## src/rtl/d_mem_dump_uart_pkg.sv

```systemverilog
// Shared constants, state encodings and byte-lane helper for the data-memory
// UART dump block and its byte serialiser.
package mips_debug_pkg;

  localparam int UART_DATA_BITS = 8;
  localparam int BYTES_PER_WORD = 4;

  // Lane picked for byte index i lives in bits [2*i+1:2*i]; index 0 is lane 3 (MSB first)
  localparam logic [7:0] BYTE_LANE_ORDER = {2'd0, 2'd1, 2'd2, 2'd3};

  typedef logic [3:0] dump_state_t;

  localparam dump_state_t ST_IDLE      = 4'd0;
  localparam dump_state_t ST_SETUP     = 4'd1;
  localparam dump_state_t ST_LOAD      = 4'd2;
  localparam dump_state_t ST_START_BIT = 4'd3;
  localparam dump_state_t ST_DATA_BITS = 4'd4;
  localparam dump_state_t ST_STOP_BIT  = 4'd5;
  localparam dump_state_t ST_NEXT_BYTE = 4'd6;
  localparam dump_state_t ST_NEXT_WORD = 4'd7;
  localparam dump_state_t ST_FINISH    = 4'd8;

  typedef logic [1:0] tx_phase_t;

  localparam tx_phase_t TX_IDLE  = 2'd0;
  localparam tx_phase_t TX_START = 2'd1;
  localparam tx_phase_t TX_DATA  = 2'd2;
  localparam tx_phase_t TX_STOP  = 2'd3;

  function automatic logic [7:0] word_byte(input logic [31:0] word, input logic [1:0] idx);
    logic [1:0] lane;
    lane = BYTE_LANE_ORDER[{idx, 1'b0} +: 2];
    return word[{lane, 3'b000} +: 8];
  endfunction

endpackage

```

## src/rtl/d_mem_dump_uart_if.sv

```systemverilog
// Debug read port between the mips core data memory and the dump block.
interface d_mem_dump_uart_if;

  logic [31:0] debug_address;
  logic [31:0] debug_data;

  modport master (output debug_address, input debug_data);
  modport slave  (input debug_address, output debug_data);

endinterface

```

## src/rtl/d_mem_dump_uart_tx_byte.sv

```systemverilog
// 8N1 serialiser for one byte: start bit, eight data bits LSB first, stop bit,
// with a combinational strobe on the last cycle of the stop bit.
module uart_tx_byte
  import mips_debug_pkg::*;
#(
  parameter int CLKS_PER_BIT = 434
) (
  input  logic       clk,
  input  logic       rst,
  input  logic       i_load,
  input  logic [7:0] i_byte,
  output logic       o_busy,
  output logic       o_tx,
  output logic       o_bit_tick,
  output logic       o_last_bit,
  output logic       o_byte_done
);

  localparam logic [15:0] BAUD_LAST = 16'(CLKS_PER_BIT - 1);
  localparam logic [2:0]  BIT_LAST  = 3'(UART_DATA_BITS - 1);

  tx_phase_t   r_phase;
  logic [15:0] r_baud;
  logic [2:0]  r_bit;
  logic [7:0]  r_shift;
  logic        r_tx;
  logic        w_tick;

  assign w_tick      = (r_phase != TX_IDLE) && (r_baud == BAUD_LAST);
  assign o_busy      = (r_phase != TX_IDLE);
  assign o_tx        = r_tx;
  assign o_bit_tick  = w_tick;
  assign o_last_bit  = (r_phase == TX_DATA) && (r_bit == BIT_LAST);
  assign o_byte_done = w_tick && (r_phase == TX_STOP);

  // Bit sequencing; r_tx is the registered line level
  always_ff @(posedge clk or negedge rst) begin
    if (!rst) begin
      r_phase <= TX_IDLE;
      r_baud  <= 16'd0;
      r_bit   <= 3'd0;
      r_shift <= 8'd0;
      r_tx    <= 1'b1;
    end else begin
      case (r_phase)
        TX_IDLE: begin
          if (i_load) begin
            r_phase <= TX_START;
            r_baud  <= 16'd0;
            r_bit   <= 3'd0;
            r_shift <= i_byte;
            r_tx    <= 1'b0;
          end else begin
            r_tx    <= 1'b1;
          end
        end
        TX_START: begin
          if (w_tick) begin
            r_phase <= TX_DATA;
            r_baud  <= 16'd0;
            r_tx    <= r_shift[0];
          end else begin
            r_baud  <= r_baud + 16'd1;
          end
        end
        TX_DATA: begin
          if (w_tick) begin
            r_baud <= 16'd0;
            if (r_bit == BIT_LAST) begin
              r_phase <= TX_STOP;
              r_tx    <= 1'b1;
            end else begin
              r_bit   <= r_bit + 3'd1;
              r_shift <= {1'b0, r_shift[7:1]};
              r_tx    <= r_shift[1];
            end
          end else begin
            r_baud <= r_baud + 16'd1;
          end
        end
        TX_STOP: begin
          if (w_tick) begin
            r_phase <= TX_IDLE;
            r_baud  <= 16'd0;
          end else begin
            r_baud  <= r_baud + 16'd1;
          end
        end
        default: begin
          r_phase <= TX_IDLE;
          r_baud  <= 16'd0;
          r_tx    <= 1'b1;
        end
      endcase
    end
  end

endmodule

```

## src/rtl/d_mem_dump_uart.sv

```systemverilog
// Walks a word range on the core's debug read port and streams each word
// out of a UART TX line, most significant byte first.
module d_mem_dump_uart
  import mips_debug_pkg::*;
#(
  parameter int          CLKS_PER_BIT = 434,
  parameter logic [31:0] START_ADDR   = 32'h0000_0000,
  parameter int          WORD_COUNT   = 16
) (
  input  logic                clk,
  input  logic                rst,
  input  logic                start,
  d_mem_dump_uart_if.master   dbg,
  output logic                tx,
  output logic                busy,
  output logic                done
);

  localparam logic [15:0] WORD_TOTAL = 16'(WORD_COUNT);
  localparam logic [1:0]  BYTE_LAST  = 2'(BYTES_PER_WORD - 1);

  dump_state_t r_state;
  dump_state_t w_next_state;
  logic [31:0] r_addr;
  logic [31:0] r_word;
  logic [1:0]  r_byte_idx;
  logic [15:0] r_word_cnt;
  logic        r_busy;
  logic        r_done;

  logic        w_load;
  logic [7:0]  w_load_byte;
  logic        w_tx;
  logic        w_tx_busy;
  logic        w_bit_tick;
  logic        w_last_bit;
  logic        w_byte_done;

  assign dbg.debug_address = r_addr;
  assign tx   = w_tx;
  assign busy = r_busy;
  assign done = r_done;

  // First byte comes straight off the read port since r_word is captured on the same edge
  always_comb begin
    w_load      = 1'b0;
    w_load_byte = 8'd0;
    if (r_state == ST_LOAD) begin
      w_load      = !w_tx_busy;
      w_load_byte = word_byte(dbg.debug_data, 2'd0);
    end else if (r_state == ST_NEXT_BYTE) begin
      w_load      = !w_tx_busy;
      w_load_byte = word_byte(r_word, r_byte_idx + 2'd1);
    end else begin
      w_load      = 1'b0;
      w_load_byte = 8'd0;
    end
  end

  // Next-state decode
  always_comb begin
    w_next_state = r_state;
    case (r_state)
      ST_IDLE: begin
        if (start) begin
          w_next_state = (WORD_COUNT == 0) ? ST_FINISH : ST_SETUP;
        end else begin
          w_next_state = ST_IDLE;
        end
      end
      ST_SETUP:     w_next_state = ST_LOAD;
      ST_LOAD:      w_next_state = ST_START_BIT;
      ST_START_BIT: begin
        if (w_bit_tick) begin
          w_next_state = ST_DATA_BITS;
        end else begin
          w_next_state = ST_START_BIT;
        end
      end
      ST_DATA_BITS: begin
        if (w_bit_tick && w_last_bit) begin
          w_next_state = ST_STOP_BIT;
        end else begin
          w_next_state = ST_DATA_BITS;
        end
      end
      ST_STOP_BIT: begin
        if (w_byte_done) begin
          w_next_state = (r_byte_idx == BYTE_LAST) ? ST_NEXT_WORD : ST_NEXT_BYTE;
        end else begin
          w_next_state = ST_STOP_BIT;
        end
      end
      ST_NEXT_BYTE: w_next_state = ST_START_BIT;
      ST_NEXT_WORD: begin
        if ((r_word_cnt + 16'd1) == WORD_TOTAL) begin
          w_next_state = ST_FINISH;
        end else begin
          w_next_state = ST_SETUP;
        end
      end
      ST_FINISH:    w_next_state = ST_IDLE;
      default:      w_next_state = ST_IDLE;
    endcase
  end

  // State, address walk, word capture and registered status outputs
  always_ff @(posedge clk or negedge rst) begin
    if (!rst) begin
      r_state    <= ST_IDLE;
      r_addr     <= START_ADDR;
      r_word     <= 32'd0;
      r_byte_idx <= 2'd0;
      r_word_cnt <= 16'd0;
      r_busy     <= 1'b0;
      r_done     <= 1'b0;
    end else begin
      r_state <= w_next_state;
      r_busy  <= (w_next_state != ST_IDLE) && (w_next_state != ST_FINISH);
      r_done  <= (w_next_state == ST_FINISH);
      case (r_state)
        ST_LOAD: begin
          r_word     <= dbg.debug_data;
          r_byte_idx <= 2'd0;
        end
        ST_NEXT_BYTE: begin
          r_byte_idx <= r_byte_idx + 2'd1;
        end
        ST_NEXT_WORD: begin
          r_word_cnt <= r_word_cnt + 16'd1;
          r_addr     <= r_addr + 32'd4;
        end
        ST_FINISH: begin
          r_word_cnt <= 16'd0;
          r_addr     <= START_ADDR;
        end
        default: begin
          r_byte_idx <= r_byte_idx;
        end
      endcase
    end
  end

  uart_tx_byte #(
    .CLKS_PER_BIT (CLKS_PER_BIT)
  ) u_tx (
    .clk         (clk),
    .rst         (rst),
    .i_load      (w_load),
    .i_byte      (w_load_byte),
    .o_busy      (w_tx_busy),
    .o_tx        (w_tx),
    .o_bit_tick  (w_bit_tick),
    .o_last_bit  (w_last_bit),
    .o_byte_done (w_byte_done)
  );

endmodule

```

## src/flat_wrapper.sv

```systemverilog
// flat-port wrapper written by rule: the top's interface ports become plain ports
module d_mem_dump_uart_flat import mips_debug_pkg::*;
#(
  parameter int          CLKS_PER_BIT = 434,
  parameter logic [31:0] START_ADDR   = 32'h0000_0000,
  parameter int          WORD_COUNT   = 16
)
  (clk, rst, start, tx, busy, done, dbg_debug_address, dbg_debug_data);
  d_mem_dump_uart_if dbg_i ();
  input  logic clk;
  input  logic rst;
  input  logic start;
  output logic tx;
  output logic busy;
  output logic done;
  output wire logic [$bits(dbg_i.debug_address)-1:0] dbg_debug_address;
  input wire logic [$bits(dbg_i.debug_data)-1:0] dbg_debug_data;
  assign dbg_debug_address = dbg_i.debug_address;
  assign dbg_i.debug_data = dbg_debug_data;
  d_mem_dump_uart #(.CLKS_PER_BIT(CLKS_PER_BIT), .START_ADDR(START_ADDR), .WORD_COUNT(WORD_COUNT)) u_core (.clk(clk), .rst(rst), .start(start), .dbg(dbg_i), .tx(tx), .busy(busy), .done(done));
endmodule
```

## config.mk

```make
export PLATFORM = sky130hd
export DESIGN_NAME = d_mem_dump_uart_flat
export DESIGN_NICKNAME = d
export VERILOG_FILES = /design/src/rtl/d_mem_dump_uart_pkg.sv /design/src/rtl/d_mem_dump_uart_if.sv /design/src/rtl/d_mem_dump_uart_tx_byte.sv /design/src/rtl/d_mem_dump_uart.sv /design/src/flat_wrapper.sv
export SDC_FILE = /design/constraint.sdc
export NUM_CORES = 1
export LEC_CHECK = 0
export ABC_AREA = 1
export CORE_MARGIN = 3
export CORE_UTILIZATION = 55
export DETAILED_ROUTE_END_ITERATION = 8
export PLACE_DENSITY = 0.76
export SYNTH_ARGS = -nofsm -noshare
export SYNTH_HDL_FRONTEND = slang
export SYNTH_SLANG_ARGS = --single-unit
```

## constraint.sdc

```tcl
create_clock -name clk -period 2.6 [get_ports clk]
set_clock_uncertainty 0.05 [all_clocks]
set_input_delay 0.52 -clock clk [delete_from_list [all_inputs] [get_ports clk]]
set_output_delay 0.52 -clock clk [all_outputs]
set_load 0.02 [all_outputs]
```

== Word level (Yosys, flattened, before mapping) ==
Index checks and enable logic that the tools add are counted.

* Flip-flop bits (word level): 118
* Output and inout bits: 35
* Word-level logic and storage cells: 97

* Add/sub/neg operators: 5
* Equality and inequality tests: 23
* Shifts and indexed selects: 2
* Mux-type cells: 36
* Reduce and logical (&&, ||, !) cells: 19

{| class="wikitable"
|+ Operators with widths
! kind !! count
|-
| $pmux W16 S2 || 2
|-
| $pmux W32 S2 || 1
|-
| $mux W8 || 5
|-
| $add A16 B1 Y16 const B || 2
|-
| $add A32 B3 Y32 const B || 1
|-
| $mux W16 || 2
|-
| $shiftx A32 B6 Y8 || 1
|-
| $pmux W4 S7 || 1
|-
| $eq A16 B5 Y1 const B || 1
|-
| $eq A16 B9 Y1 const B || 1
|-
| $eq A4 B3 Y1 const B || 4
|-
| $pmux W8 S2 || 1
|-
| $mux W3 || 4
|-
| $mux W2 || 5
|-
| $ne A2 B2 Y1 const B || 5
|-
| $mux W1 || 9
|-
| $eq A4 B2 Y1 const B || 2
|-
| $eq A4 B4 Y1 const B || 2
|-
| $mux W4 || 2
|-
| $pmux W2 S4 || 1
|-
| $reduce_bool A2 Y1 || 4
|-
| $shiftx A8 B4 Y2 const A || 1
|-
| $eq A2 B2 Y1 const B || 3
|-
| $pmux W3 S2 || 1
|-
| 20 further kinds || 24
|}

== Longest topological paths before layout ==
* Depth in word-level cells: 7
* Gate-level depth with buffers: 13
* Depth with buffers taken out: 12

== Modules after synthesis ==
A second synthesis with hierarchy kept.

* Cells, all modules: 897
* Area total of the unflattened synthesis: 6672.6 sq um

{| class="wikitable"
|+ Modules (own cells, without submodules)
! module !! times used !! cells an instance !! area each (sq um)
|-
| d_mem_dump_uart || 1 || 640 || 4815.9
|-
| uart_tx_byte || 1 || 257 || 1856.8
|}

== Worst setup path before layout ==
No wires, ideal clock.

* Kind: reg-to-reg
* Start: reg u_core.u_tx.r_phase[0]
* End: reg u_core.u_tx.r_shift[0]
* Arrival: 1774 ps
* Data required time: 2434 ps
* Slack: 660 ps
* Cell stages (with the launch flop): 14
* Clock period less this slack: 1940 ps
* Cell sequence: dfrtp_1 -> inv_1 -> ha_1 -> inv_2 -> nand3_2 -> nor2_4 -> nand2_4 -> a21oi_4 -> nand2_2 -> nor2_4 -> inv_2 -> buf_6 -> nand2_1 -> nand2_1

* Longest elaborated chain between the ends: 6
* Elaborated cells between the ends (all ways): 13
* Classes of those cells: 4 x eq/ne; 3 x mux; 6 x reduce/logical

{| class="wikitable"
|+ Ends and longest elaborated chain
! element !! RTL line !! RTL
|-
| start: declaration || d_mem_dump_uart_tx_byte.sv:22 || <nowiki>tx_phase_t r_phase;</nowiki>
|-
| start signal: assignment || d_mem_dump_uart_tx_byte.sv:39 || <nowiki>r_phase <= TX_IDLE;</nowiki>
|-
| start signal: assignment || d_mem_dump_uart_tx_byte.sv:48 || <nowiki>r_phase <= TX_START;</nowiki>
|-
| start signal: assignment || d_mem_dump_uart_tx_byte.sv:59 || <nowiki>r_phase <= TX_DATA;</nowiki>
|-
| $reduce_bool A2 Y1 || d_mem_dump_uart_tx_byte.sv:29, d_mem_dump_uart_tx_byte.sv:30 ||
|-
| $logic_not A1 Y1 || d_mem_dump_uart.sv:49, d_mem_dump_uart.sv:52 ||
|-
| $mux W1 || d_mem_dump_uart.sv:51 || <nowiki>end else if (r_state == ST_NEXT_BYTE) begin</nowiki>
|-
| $mux W1 || d_mem_dump_uart.sv:48 || <nowiki>if (r_state == ST_LOAD) begin</nowiki>
|-
| $ne A2 B2 Y1 (no line) || - ||
|-
| $reduce_and A4 Y1 (no line) || - ||
|-
| end signal: assignment || d_mem_dump_uart_tx_byte.sv:51 || <nowiki>r_shift <= i_byte;</nowiki>
|-
| end signal: assignment || d_mem_dump_uart_tx_byte.sv:74 || <nowiki>r_shift <= {1'b0, r_shift[7:1]};</nowiki>
|-
| end: declaration || d_mem_dump_uart_tx_byte.sv:25 || <nowiki>logic [7:0] r_shift;</nowiki>
|}

Parallel ways exist; a longest one is shown, timed or not.
A chain may end at the register's enable or synchronous reset.

== Worst setup path after layout ==
* Start: reg u_core.u_tx.r_phase[0]
* End: reg u_core.u_tx.r_bit[0]

* Longest elaborated chain between the ends: 6
* Elaborated cells between the ends (all ways): 13
* Classes of those cells: 4 x eq/ne; 3 x mux; 6 x reduce/logical

{| class="wikitable"
|+ Ends and longest elaborated chain
! element !! RTL line !! RTL
|-
| $reduce_bool A2 Y1 || d_mem_dump_uart_tx_byte.sv:29, d_mem_dump_uart_tx_byte.sv:30 ||
|-
| $logic_not A1 Y1 || d_mem_dump_uart.sv:49, d_mem_dump_uart.sv:52 ||
|-
| $mux W1 || d_mem_dump_uart.sv:51 ||
|-
| $mux W1 || d_mem_dump_uart.sv:48 ||
|-
| $ne A2 B2 Y1 (no line) || - ||
|-
| $reduce_and A4 Y1 (no line) || - ||
|-
| end signal: assignment || d_mem_dump_uart_tx_byte.sv:73 || <nowiki>r_bit <= r_bit + 3'd1;</nowiki>
|-
| end: declaration || d_mem_dump_uart_tx_byte.sv:24 || <nowiki>logic [2:0] r_bit;</nowiki>
|}

Parallel ways exist; a longest one is shown, timed or not.

==> results.sh <==
export IMPL_status="finished, final reports clean"
export IMPL_synth_edf_count=0
export IMPL_area_growth_pct=21.2
export IMPL_wl_per_cell_um=14.1
export IMPL_critical_path_top_delay_family="simple AND/OR/NAND/NOR gates"
export IMPL_rows=38
export IMPL_drive_above_1_share=0.0674
export IMPL_fin_crit_ps=2150
export IMPL_synthDistinctLibCells=42
export IMPL_first_pass_iters=5
export IMPL_path_clk_slew_ps=50
export IMPL_finalSetupViolCount=0
export IMPL_path_buf_inv=3
export IMPL_vias=5787
export IMPL_ant_nets=0
export IMPL_critical_path_max_fanout=17
export IMPL_cp_slowest_cell="dfrtp_1"
export IMPL_setup_tns_final_ps=0
export IMPL_p_leak_nw=3.48
export IMPL_finalWirelength_um=14900
export IMPL_worstSetupPathType="flop to flop"
export IMPL_fin_util=0.695
export IMPL_slew_headroom=0.579
export IMPL_yosysWarnings=0
export IMPL_grt_max_degree=117
export IMPL_worstSetupPathDepth=12
export IMPL_dieArea_um2=12800
export IMPL_max_clock_freq_mhz=465
export IMPL_finalHoldViolations=0
export IMPL_worst_pin_slew_ps=632
export IMPL_cts_resized=0
export IMPL_ys_ff_latch=116
export IMPL_die_h_um=113
export IMPL_clockBufferDepth=2
export IMPL_drt_iter0_markers=654
export IMPL_drc_errors=0
export IMPL_synth_cells=837
export IMPL_final_cells=1060
export IMPL_rr_worst_depth=12
export IMPL_grt_usage=0.246
export IMPL_critPathRequiredTime_ps=2850
export IMPL_io_pins=70
export IMPL_n_antenna_cell=0
export IMPL_root_buffer="clkbuf_16"
export IMPL_grt_ovfl_total=0
export IMPL_fin_crit_sh=0.826
export IMPL_maxCapViolCount=0
export IMPL_final_area_um2=7660
export IMPL_postCtsSetupRepairBufs=0
export IMPL_clkLatencyLatePin_ps=420
export IMPL_io_buffers=67
export IMPL_placed_area_um2=7130
export IMPL_initial_core_util=0.573
export IMPL_end_kind="flop"
export IMPL_grt_first_pass_wirelength_um=25500
export IMPL_layout_common_cells="nand2_1 (236), dfrtp_1 (115), inv_1 (90)"
export IMPL_core_um2=11000
export IMPL_rsz0062_at_grt="no"
export IMPL_p_per_area_nw_per_um2=534
export IMPL_cp_arrival_ps=2400
export IMPL_grt_pass1_vias=5487
export IMPL_critPathMaxStageDelay_ps=390
export IMPL_layout_commonest_cell="nand2_1"
export IMPL_antenna_found_initial=0
export IMPL_ys_seq_area_frac=0.460
export IMPL_start_kind="flop"
export IMPL_gp_congestion=0.936
export IMPL_ys_async_sr_fraction=1.00
export IMPL_htree_levels=4
export IMPL_path_cells="inv_1, ha_1, inv_2, nand3_2, nor2_4, nand2_4, a21oi_4, nand2_2, nor2_4, inv_2, nand2_1, o21ai_0"
export IMPL_ys_flop_type="dfrtp_1"
export IMPL_viasPerCell=5.46
export IMPL_cts_buffers=17
export IMPL_mappedNetlistArea_um2=6320
export IMPL_cts_tree="built"
export IMPL_slew_violations=0
export IMPL_dp_cells=1030
export IMPL_numClockSinks=116
export IMPL_syn_area_per_cell_um2=7.55
export IMPL_holdBufCountCts=0
export IMPL_nNetsFinal=955
export IMPL_dieWidth_um=113
export IMPL_hpwl_um=10400
export IMPL_hold_path_class="primary input to async pin"
export IMPL_vdd_ir_drop_max_uv=602
==> metrics by stage <==
stage | power, mW | hold slack, ps | setup slack [ps]
floorplan | 1.92 | 174 | 660
global placement | 2.02 | 409 | 588
detailed placement | 2.02 | 413 | 460
CTS | 4.13 | 166 | 452
global route | 4.23 | 155 | 231
finish | 4.09 | 105 | 451
==> worst paths after layout <==
path,endpoint,start,slack (ps)
max in group asynchronous,u_core.r_word[11]$_DFFE_PN0P_,rst,1900
min reg2reg,u_core.u_tx.r_shift[4]$_DFFE_PN0P_,u_core.u_tx.r_shift[4]$_DFFE_PN0P_,430
max reg2reg,u_core.u_tx.r_bit[0]$_DFFE_PN0P_,u_core.u_tx.r_phase[0]$_DFFE_PN0P_,450
min in group clk,u_core.u_tx.r_shift[4]$_DFFE_PN0P_,u_core.u_tx.r_shift[4]$_DFFE_PN0P_,430
max,u_core.u_tx.r_bit[0]$_DFFE_PN0P_,u_core.u_tx.r_phase[0]$_DFFE_PN0P_,450
min,u_core.u_tx.r_baud[11]$_DFFE_PN0N_,rst,100
==> report_power, final <==
group | total, mW | internal (mW) | switching (mW) | leakage, nW
logic | 0.135 | 0.0660 | 0.0688 | 1.73
clock network | 2.10 | 1.32 | 0.779 | 0.269
registers | 1.86 | 1.84 | 0.0157 | 1.48
==> state kept, by name, indices dropped and copies added (netlist names) <==
name	cells
u_core.u_tx.r_phase	2
u_core.r_byte_idx	2
u_core.u_tx.r_shift	8
u_core.u_tx.r_bit	3
u_core.busy	1
u_core.u_tx.o_tx	1
u_core.r_state	4
u_core.done	1
u_core.r_word	32
u_core.dbg.debug_address	30
u_core.r_word_cnt	16
u_core.u_tx.r_baud	16
==> kinds of logic after synthesis <==
logic type	synth area share
buffers and inverters	0.0752
flip-flops	0.460
adder cells (fa/ha/maj)	0.0218
AO/OA/AOI/OAI	0.127
XOR/XNOR	0.0208
other	0.000593
AND/OR/NAND/NOR	0.295
==> synth_stat cells, types with 3 or more instances <==
cell type	count	area, um^2
o21a_1	3	22.5
ha_1	11	138
o21ai_0	70	350
nor3b_1	3	22.5
dfrtp_1	115	2880
o211ai_1	7	52.6
inv_2	5	18.8
nand2_1	236	886
o21ai_2	6	52.6
nand4_1	20	125
nand3_1	64	320
nor4_1	3	18.8
clkbuf_1	17	63.8
xor2_1	14	123
buf_4	3	22.5
o22ai_1	14	87.6
nor3_1	14	70.1
nor2_4	4	45.0
inv_1	90	338
a21oi_1	30	150
nor2_1	78	293
clkinv_1	3	11.3
nand2_2	4	25.0
==> routing by layer <==
layer,GRT usage,up-vias,part of all wire
li1,-,2874,-
met1,0.344,2715,0.47
met2,0.376,178,0.46
met3,0.0636,20,0.059
met4,0.0849,0,0.013
met5,0,-,0
==> worst reg2reg max path: stages, from the launching register on <==
cell and delay (ps):
dfrtp_1 390, inv_1 80, ha_1 300, inv_2 120, nand3_2 100, nor2_4 170
nand2_4 100, a21oi_4 200, nand2_2 80, nor2_4 110, inv_2 150, nand2_1 110
o21ai_0 80
==> layout make-up <==
cell class	count	area, um^2
clock buffers	25	505
clock inverters	5	25.0
fillers	908	3370
inverters	98	368
multi-input cells	601	2940
flip-flops and latches	116	2900
well taps	140	175
repair buffers	75	741
Note: power is estimated with default switching activity, not from simulation.
